File: config.mk
export PLATFORM = sky130hd
export DESIGN_NAME = hazard_sequencer_flat
export DESIGN_NICKNAME = d
export VERILOG_FILES = /design/src/rtl/hazard_sequencer_pkg.sv /design/src/rtl/hazard_sequencer_if.sv /design/src/rtl/hazard_sequencer_md_busy_timer.sv /design/src/rtl/hazard_sequencer.sv /design/src/flat_wrapper.sv
export SDC_FILE = /design/constraint.sdc
export NUM_CORES = 1
export LEC_CHECK = 0
export CAP_MARGIN = 20
export CORE_ASPECT_RATIO = 0.75
export CORE_MARGIN = 10
export CORE_UTILIZATION = 37
export DETAILED_ROUTE_END_ITERATION = 7
export PLACE_DENSITY = 0.71
export SYNTH_ARGS = -nofsm -noshare
export SYNTH_HDL_FRONTEND = slang
export SYNTH_SLANG_ARGS = --single-unit
File: constraint.sdc
create_clock -name clk -period 2.7 [get_ports clk]
set_clock_uncertainty 0.1 [all_clocks]
set_input_delay 0.54 -clock clk [delete_from_list [all_inputs] [get_ports clk]]
set_output_delay 0.54 -clock clk [all_outputs]
set_load 0.05 [all_outputs]
File: src/rtl/hazard_sequencer_pkg.sv
// Shared definitions for the pipeline hazard sequencer: mult/div FSM states,
// register/bubble constants and the load-use compare helper.
package hazard_sequencer_pkg;

  // Mult/div timer states; ST_BUSY means the unit holds HI/LO in flight.
  typedef enum logic {
    ST_RUN  = 1'b0,
    ST_BUSY = 1'b1
  } md_state_e;

  // $zero never carries a real dependency.
  localparam logic [4:0]  REG_ZERO    = 5'd0;
  // sll $0,$0,0 -- what IF/ID loads on a flush.
  localparam logic [31:0] NOP_INSTR   = 32'h0000_0000;
  // Control bits of an ID/EX bubble.
  localparam logic        BUBBLE_CTRL = 1'b0;

  // True when the EX-stage load writes a register the ID-stage instruction reads.
  function automatic logic load_use_hit(input logic       mem_read,
                                        input logic [4:0] ex_rt,
                                        input logic [4:0] id_rs,
                                        input logic [4:0] id_rt);
    return mem_read && (ex_rt != REG_ZERO) && ((ex_rt == id_rs) || (ex_rt == id_rt));
  endfunction

endpackage

File: src/rtl/hazard_sequencer_if.sv
// Bundle of hazard inputs and pipeline-control outputs for the sequencer.
// There is no valid/ready handshake here: every input is a level sampled each
// cycle, and every enable/flush output is valid in the same cycle it is produced
// (combinational), with stall_count and md_state registered.
interface hazard_sequencer_if #(
  parameter int PERF_W = 32
);
  import hazard_sequencer_pkg::*;

  logic              ID_EX_memRead;
  logic [4:0]        ID_EX_rt;
  logic [4:0]        IF_ID_rs;
  logic [4:0]        IF_ID_rt;
  logic              ex_branch_taken;
  logic              ex_md_start;
  logic              id_md_op;
  logic              mem_wait;
  logic              perf_clr;

  logic              pc_write;
  logic              if_id_write;
  logic              if_id_flush;
  logic              id_ex_flush;
  logic              ex_mem_write;
  logic              md_busy;
  logic [PERF_W-1:0] stall_count;
  md_state_e         md_state;

  // Pipeline side: drives hazard sources, consumes enables.
  modport master (
    output ID_EX_memRead, ID_EX_rt, IF_ID_rs, IF_ID_rt, ex_branch_taken,
           ex_md_start, id_md_op, mem_wait, perf_clr,
    input  pc_write, if_id_write, if_id_flush, id_ex_flush, ex_mem_write,
           md_busy, stall_count, md_state
  );

  // Sequencer side.
  modport slave (
    input  ID_EX_memRead, ID_EX_rt, IF_ID_rs, IF_ID_rt, ex_branch_taken,
           ex_md_start, id_md_op, mem_wait, perf_clr,
    output pc_write, if_id_write, if_id_flush, id_ex_flush, ex_mem_write,
           md_busy, stall_count, md_state
  );

endinterface

File: src/rtl/hazard_sequencer_md_busy_timer.sv
// Mult/div busy timer: after an accepted start, busy stays high for exactly
// MD_LATENCY cycles beginning the next cycle. Starts while busy are ignored.
module md_busy_timer
  import hazard_sequencer_pkg::*;
#(
  parameter int MD_LATENCY = 32,
  parameter int CNT_W      = 6
) (
  input  logic      clk,
  input  logic      rst_n,
  input  logic      start,
  output logic      busy,
  output md_state_e dbg_state
);

  localparam logic [CNT_W-1:0] LOAD_VAL = CNT_W'(MD_LATENCY - 1);

  md_state_e        r_state;
  md_state_e        w_state_nxt;
  logic [CNT_W-1:0] r_cnt;
  logic [CNT_W-1:0] w_cnt_nxt;

  // State and down-counter registers; reset abandons any in-flight operation.
  always_ff @(posedge clk or negedge rst_n) begin
    if (!rst_n) begin
      r_state <= ST_RUN;
      r_cnt   <= '0;
    end else begin
      r_state <= w_state_nxt;
      r_cnt   <= w_cnt_nxt;
    end
  end

  // Next state: load on start from RUN, count down freely in BUSY (the unit
  // keeps running through memory freezes), leave BUSY after the zero cycle.
  always_comb begin
    w_state_nxt = r_state;
    w_cnt_nxt   = r_cnt;
    case (r_state)
      ST_RUN: begin
        if (start) begin
          w_state_nxt = ST_BUSY;
          w_cnt_nxt   = LOAD_VAL;
        end
      end
      ST_BUSY: begin
        if (r_cnt == '0) begin
          w_state_nxt = ST_RUN;
        end else begin
          w_cnt_nxt = r_cnt - 1'b1;
        end
      end
      default: begin
        w_state_nxt = ST_RUN;
        w_cnt_nxt   = '0;
      end
    endcase
  end

  assign busy      = (r_state == ST_BUSY);
  assign dbg_state = r_state;

endmodule

File: src/rtl/hazard_sequencer.sv
// Pipeline-control unit for the 5-stage MIPS core. Merges memory wait,
// taken branch, mult/div busy and load-use hazards into per-stage enables and
// flushes, and counts cycles in which the PC was held.
module hazard_sequencer
  import hazard_sequencer_pkg::*;
#(
  parameter int MD_LATENCY = 32,
  parameter int CNT_W      = 6,
  parameter int PERF_W     = 32
) (
  input  logic                clk,
  input  logic                rst_n,
  hazard_sequencer_if.slave   bus
);

  logic              w_load_use;
  logic              w_md_busy;
  logic              w_md_hazard;
  logic              w_md_accept;
  md_state_e         w_md_state;
  logic              w_pc_write;
  logic              w_if_id_write;
  logic              w_if_id_flush;
  logic              w_id_ex_flush;
  logic              w_ex_mem_write;
  logic [PERF_W-1:0] r_stall_count;

  assign w_load_use  = load_use_hit(bus.ID_EX_memRead, bus.ID_EX_rt, bus.IF_ID_rs, bus.IF_ID_rt);
  assign w_md_hazard = w_md_busy && bus.id_md_op;
  // A frozen pipeline does not advance EX, so the start is re-presented later.
  assign w_md_accept = bus.ex_md_start && !bus.mem_wait;

  md_busy_timer #(
    .MD_LATENCY (MD_LATENCY),
    .CNT_W      (CNT_W)
  ) u_md_timer (
    .clk       (clk),
    .rst_n     (rst_n),
    .start     (w_md_accept),
    .busy      (w_md_busy),
    .dbg_state (w_md_state)
  );

  // Priority mux: reset, then memory freeze, branch flush, stall, normal flow.
  // A taken branch beats load-use because the stalled instruction is discarded.
  always_comb begin
    w_pc_write     = 1'b1;
    w_if_id_write  = 1'b1;
    w_if_id_flush  = 1'b0;
    w_id_ex_flush  = 1'b0;
    w_ex_mem_write = 1'b1;
    if (!rst_n) begin
      w_pc_write     = 1'b0;
      w_if_id_write  = 1'b0;
      w_if_id_flush  = 1'b1;
      w_id_ex_flush  = 1'b1;
      w_ex_mem_write = 1'b0;
    end else if (bus.mem_wait) begin
      w_pc_write     = 1'b0;
      w_if_id_write  = 1'b0;
      w_ex_mem_write = 1'b0;
    end else if (bus.ex_branch_taken) begin
      w_if_id_flush  = 1'b1;
      w_id_ex_flush  = 1'b1;
    end else if (w_md_hazard || w_load_use) begin
      w_pc_write     = 1'b0;
      w_if_id_write  = 1'b0;
      w_id_ex_flush  = 1'b1;
    end
  end

  // Saturating count of PC-hold cycles; clear takes precedence over increment.
  always_ff @(posedge clk or negedge rst_n) begin
    if (!rst_n) begin
      r_stall_count <= '0;
    end else if (bus.perf_clr) begin
      r_stall_count <= '0;
    end else if (!w_pc_write && (r_stall_count != {PERF_W{1'b1}})) begin
      r_stall_count <= r_stall_count + 1'b1;
    end
  end

  assign bus.pc_write     = w_pc_write;
  assign bus.if_id_write  = w_if_id_write;
  assign bus.if_id_flush  = w_if_id_flush;
  assign bus.id_ex_flush  = w_id_ex_flush;
  assign bus.ex_mem_write = w_ex_mem_write;
  assign bus.md_busy      = w_md_busy;
  assign bus.md_state     = w_md_state;
  assign bus.stall_count  = r_stall_count;

endmodule

File: src/flat_wrapper.sv
// flat-port wrapper written by rule: the top's interface ports become plain ports
module hazard_sequencer_flat import hazard_sequencer_pkg::*;
#(
  parameter int MD_LATENCY = 32,
  parameter int CNT_W      = 6,
  parameter int PERF_W     = 32
)
  (clk, rst_n, bus_ID_EX_memRead, bus_ID_EX_rt, bus_IF_ID_rs, bus_IF_ID_rt, bus_ex_branch_taken, bus_ex_md_start, bus_id_md_op, bus_mem_wait, bus_perf_clr, bus_pc_write, bus_if_id_write, bus_if_id_flush, bus_id_ex_flush, bus_ex_mem_write, bus_md_busy, bus_stall_count, bus_md_state);
  hazard_sequencer_if #(.PERF_W(PERF_W)) bus_i ();
  input  logic clk;
  input  logic rst_n;
  input wire logic [$bits(bus_i.ID_EX_memRead)-1:0] bus_ID_EX_memRead;
  input wire logic [$bits(bus_i.ID_EX_rt)-1:0] bus_ID_EX_rt;
  input wire logic [$bits(bus_i.IF_ID_rs)-1:0] bus_IF_ID_rs;
  input wire logic [$bits(bus_i.IF_ID_rt)-1:0] bus_IF_ID_rt;
  input wire logic [$bits(bus_i.ex_branch_taken)-1:0] bus_ex_branch_taken;
  input wire logic [$bits(bus_i.ex_md_start)-1:0] bus_ex_md_start;
  input wire logic [$bits(bus_i.id_md_op)-1:0] bus_id_md_op;
  input wire logic [$bits(bus_i.mem_wait)-1:0] bus_mem_wait;
  input wire logic [$bits(bus_i.perf_clr)-1:0] bus_perf_clr;
  output wire logic [$bits(bus_i.pc_write)-1:0] bus_pc_write;
  output wire logic [$bits(bus_i.if_id_write)-1:0] bus_if_id_write;
  output wire logic [$bits(bus_i.if_id_flush)-1:0] bus_if_id_flush;
  output wire logic [$bits(bus_i.id_ex_flush)-1:0] bus_id_ex_flush;
  output wire logic [$bits(bus_i.ex_mem_write)-1:0] bus_ex_mem_write;
  output wire logic [$bits(bus_i.md_busy)-1:0] bus_md_busy;
  output wire logic [$bits(bus_i.stall_count)-1:0] bus_stall_count;
  output wire logic [$bits(bus_i.md_state)-1:0] bus_md_state;
  assign bus_i.ID_EX_memRead = bus_ID_EX_memRead;
  assign bus_i.ID_EX_rt = bus_ID_EX_rt;
  assign bus_i.IF_ID_rs = bus_IF_ID_rs;
  assign bus_i.IF_ID_rt = bus_IF_ID_rt;
  assign bus_i.ex_branch_taken = bus_ex_branch_taken;
  assign bus_i.ex_md_start = bus_ex_md_start;
  assign bus_i.id_md_op = bus_id_md_op;
  assign bus_i.mem_wait = bus_mem_wait;
  assign bus_i.perf_clr = bus_perf_clr;
  assign bus_pc_write = bus_i.pc_write;
  assign bus_if_id_write = bus_i.if_id_write;
  assign bus_if_id_flush = bus_i.if_id_flush;
  assign bus_id_ex_flush = bus_i.id_ex_flush;
  assign bus_ex_mem_write = bus_i.ex_mem_write;
  assign bus_md_busy = bus_i.md_busy;
  assign bus_stall_count = bus_i.stall_count;
  assign bus_md_state = bus_i.md_state;
  hazard_sequencer #(.MD_LATENCY(MD_LATENCY), .CNT_W(CNT_W), .PERF_W(PERF_W)) u_core (.clk(clk), .rst_n(rst_n), .bus(bus_i));
endmodule
==> flow_summary_export.csv <==
group,metric,value,unit
clock_tree,cts-hold-fix-buffers,0,
floorplanning,chipWidth,112,um
routing,drtAntennaViolNets,0,
floorplanning,io_pins,62,
power,p_int,1.15,mW
placed_design,dp_hpwl,4970,um
global_routing,grt_max_degree,40,
placed_design,routabilityCongestion,0.898,
sta,finalHoldViolCount,0,
global_routing,grt_usage,0.139,
floorplanning,initial_core_util,0.377,
finish,syn_to_final_growth,45.2,%
routing,routed_via_density,5.52,
clock_tree,h-tree-depth,2,
setup_path,crit_required,2810,ps
sta,holdWs,292,ps
routing,met1_length,3270,um
power,switching_share,0.322,
clock_tree,clk_path_buf_depth,2,
power,p_per_area,496,mW/mm^2
setup_path,crit_chain,"clkdlybuf4s50_1 > xor2_1 > nor3_1 > a22oi_2 > o31a_4 > buf_6 > buf_12 > or4_1 > a21oi_1",
routing,vias,2301,
yosys,syn-num-nets,286,
clock_tree,cts_made_buffers,5,
setup_path,crit_path_start_kind,"input pin",
floorplanning,placementRows,25,
routing,highest_layer,"met4",
run,drv_cap,0,
yosys,ys.warnings.count,0,
yosys,synth_area_leaders,"dfrtp_1 41%, or4_1 7.3%, o31ai_1 6.7%, a21oi_1 5.5%, xor2_1 4.1%",
finish,drive_above_1_share,0.185,
yosys,synth_edf_count,0,
routing,dr_wl_met2,3140,um
status,status,"finished clean",
sta,drv_slew,0,
yosys,ys_ff_latch,39,
power,power_frac_comb,0.281,
sta,setup_viol,0,
power,p_switching,0.548,mW
power,ir_drop,0.212,mV
clock_tree,root_buffer,"clkbuf_8",
finish,final_nets,360,
sta,finalCritPeriodShare,0.975,
power,seqPwrFrac,0.413,
placed_design,port-buffer-count,61,
setup_path,critical_path_class,"in -> reg",
sta,grt_setup_unrepaired,"false",
clock_tree,cts_tree,"yes",
setup_path,crit_arrival,2740,ps
global_routing,grt_overflow,0,
sta,clock.fmax,380,MHz
yosys,syn_area,0.00236,mm^2
yosys,ys.flop_type,"dfrtp_1",
routing,wl_per_cell,16.5,um
yosys,syn_inst,261,
sta,slew_headroom,0.650,
floorplanning,core_area,0.00626,mm^2
routing,drt_pass1_iterations,4,
global_routing,grt_pass1_vias,2331,
clock_tree,cts.sinks,39,
setup_path,critPathMaxFanout,25,
clock_tree,clkTransAtPathRegs,90,ps
routing,route.detailed.drc,0,
finish,antenna_cells,0,
power,leakagePower,1.34,nW
setup_path,worstSetupEndpointType,"flop",
power,clockPowerShare,0.306,
global_routing,grt_pass1_wl,11600,um
floorplanning,fp.dieH,89.1,um
hold_path,hold_path_class,"in -> async",
floorplanning,dieArea,0.0100,mm^2
yosys,seq_area_frac_synth,0.414,
sta,fin_tns_setup,0,ps
sta,fin_crit,2630,ps
global_routing,grt_antenna_before_repair,0,
yosys,yosysTopAreaCellShare,0.414,
routing,wl_met3,398,um
yosys,synth_cell_types,44,
yosys,yosysTopAreaCell,"dfrtp_1",
setup_path,cp_slowest_stage_delay,520,ps
routing,drtIter0Drc,112,
yosys,async_flop_share,1.00,
routing,routed_wl,6870,um
yosys,avgSynthCellArea,9.03,um^2
clock_tree,clkLatencyLatePin,290,ps
sta,tightestPinTransition,523,ps
setup_path,slowest_stage,"or4_1",
## repair_timing
item,in CTS,in global routing
pin swaps,8,9
setup buffers,3,0
setup endpoints to repair,27,28
hold endpoints to repair,0,0
gates cloned,0,0
resized for setup,19,12
## placed cells by master, fill, tap and decap left out, drive strengths merged, types with 2 or more instances in the layout
cell,count
clkbuf,6
dlygate4sd2,5
or4,23
mux2,6
a21oi,26
nor2,18
clkdlybuf4s50,47
ha,2
nand4,11
o31ai,21
nor2b,7
nor3,5
and3,2
nor3b,4
o21ai,10
xnor2,2
inv,8
dfrtp,39
nand3,7
dlymetal6s2s,3
xor2,11
nand2,19
buf,28
or3,6
nor4,4
## metrics by stage
stage	instances	utilization	total power, mW	worst slack (ps)	cell area (um^2)
finish	417	0.547	1.70	68.8	3420
global placement	406	0.507	1.15	-361	3170
CTS	417	0.539	1.70	6.84	3370
detailed placement	406	0.507	1.17	-422	3170
global route	417	0.547	1.80	14.6	3420
floorplan	261	-	0.986	20.9	2370
## cell usage after synthesis, types with 2 or more instances
cell      instances
xnor2_1           2
nand4_1          10
a21oi_1          26
o21ai_0           9
buf_4             3
inv_1             8
or3_1             6
mux2_2            4
buf_2             7
nand3_1           7
nor2b_1           7
xor2_1           11
dfrtp_1          39
ha_1              2
clkbuf_1          5
and3_1            2
nor4_1            3
nor3b_1           4
or4_1            23
mux2_1            2
o31ai_1          21
nand2_1          19
nor3_1            4
nor2_1           17
## area by class of cell
type | instances | area, um^2
Inverter | 8 | 30.0
Fill cell | 559 | 2830
Sequential cell | 39 | 976
Multi-Input combinational cell | 198 | 1370
Clock inverter | 2 | 35.0
Tap cell | 81 | 101
Timing Repair Buffer | 83 | 825
Clock buffer | 6 | 82.6
## worst max-delay path: cells and delay by family
kind	cells	cell delay, ps
AOI/OAI and AO/OA	3	600
buffers and inverters	3	710
and+or+nand+nor	2	750
xor gates and xnor gates	1	140
## cells by family after synthesis
kind of cell,Yosys count,synth area share
AND/OR/NAND/NOR,112,0.281
flip-flops,39,0.414
XOR/XNOR,13,0.0483
buffers and inverters,24,0.0467
AO/OA/AOI/OAI,65,0.170
adder cells (fa/ha/maj),2,0.0106
multiplexers,6,0.0287
## state kept, by name, summed over array words and instances (netlist names)
| register | count |
|---|---|
| u_core.u_md_timer.r_cnt | 6 |
| u_core.u_md_timer.busy | 1 |
| u_core.bus.stall_count | 32 |
## routing by layer
metal / global-route usage / up-vias
li1: - / 1120
met1: 0.186 / 1115
met2: 0.216 / 59
met3: 0.0416 / 7
met4: 0.0287 / 0
met5: 0 / -
## power groups by stage
stage / sequential (mW) / clock [mW] / combinational, mW
2_1_floorplan: 0.737 / 0 / 0.249
3_3_place_gp: 0.709 / 0 / 0.443
3_5_place_dp: 0.711 / 0 / 0.458
4_1_cts: 0.702 / 0.525 / 0.477
5_1_grt: 0.714 / 0.559 / 0.526
6_report: 0.701 / 0.520 / 0.477
## final timing paths
path                       cells past startpoint                                endpoint  slack (ps)                              startpoint
max in group asynchronous                      2  u_core.bus.stall_count[31]$_DFFE_PN0P_        1850                                   rst_n
max                                            9  u_core.bus.stall_count[31]$_DFFE_PN0P_          70                         bus_IF_ID_rs[2]
min                                            2  u_core.bus.stall_count[18]$_DFFE_PN0P_         290                                   rst_n
max reg2reg                                    6  u_core.bus.stall_count[28]$_DFFE_PN0P_         310   u_core.bus.stall_count[6]$_DFFE_PN0P_
min reg2reg                                    2  u_core.u_md_timer.r_cnt[0]$_DFFE_PN0P_         460  u_core.u_md_timer.r_cnt[0]$_DFFE_PN0P_
min in group clk                               2  u_core.u_md_timer.r_cnt[0]$_DFFE_PN0P_         460  u_core.u_md_timer.r_cnt[0]$_DFFE_PN0P_
(Power assumes the default switching activity.)
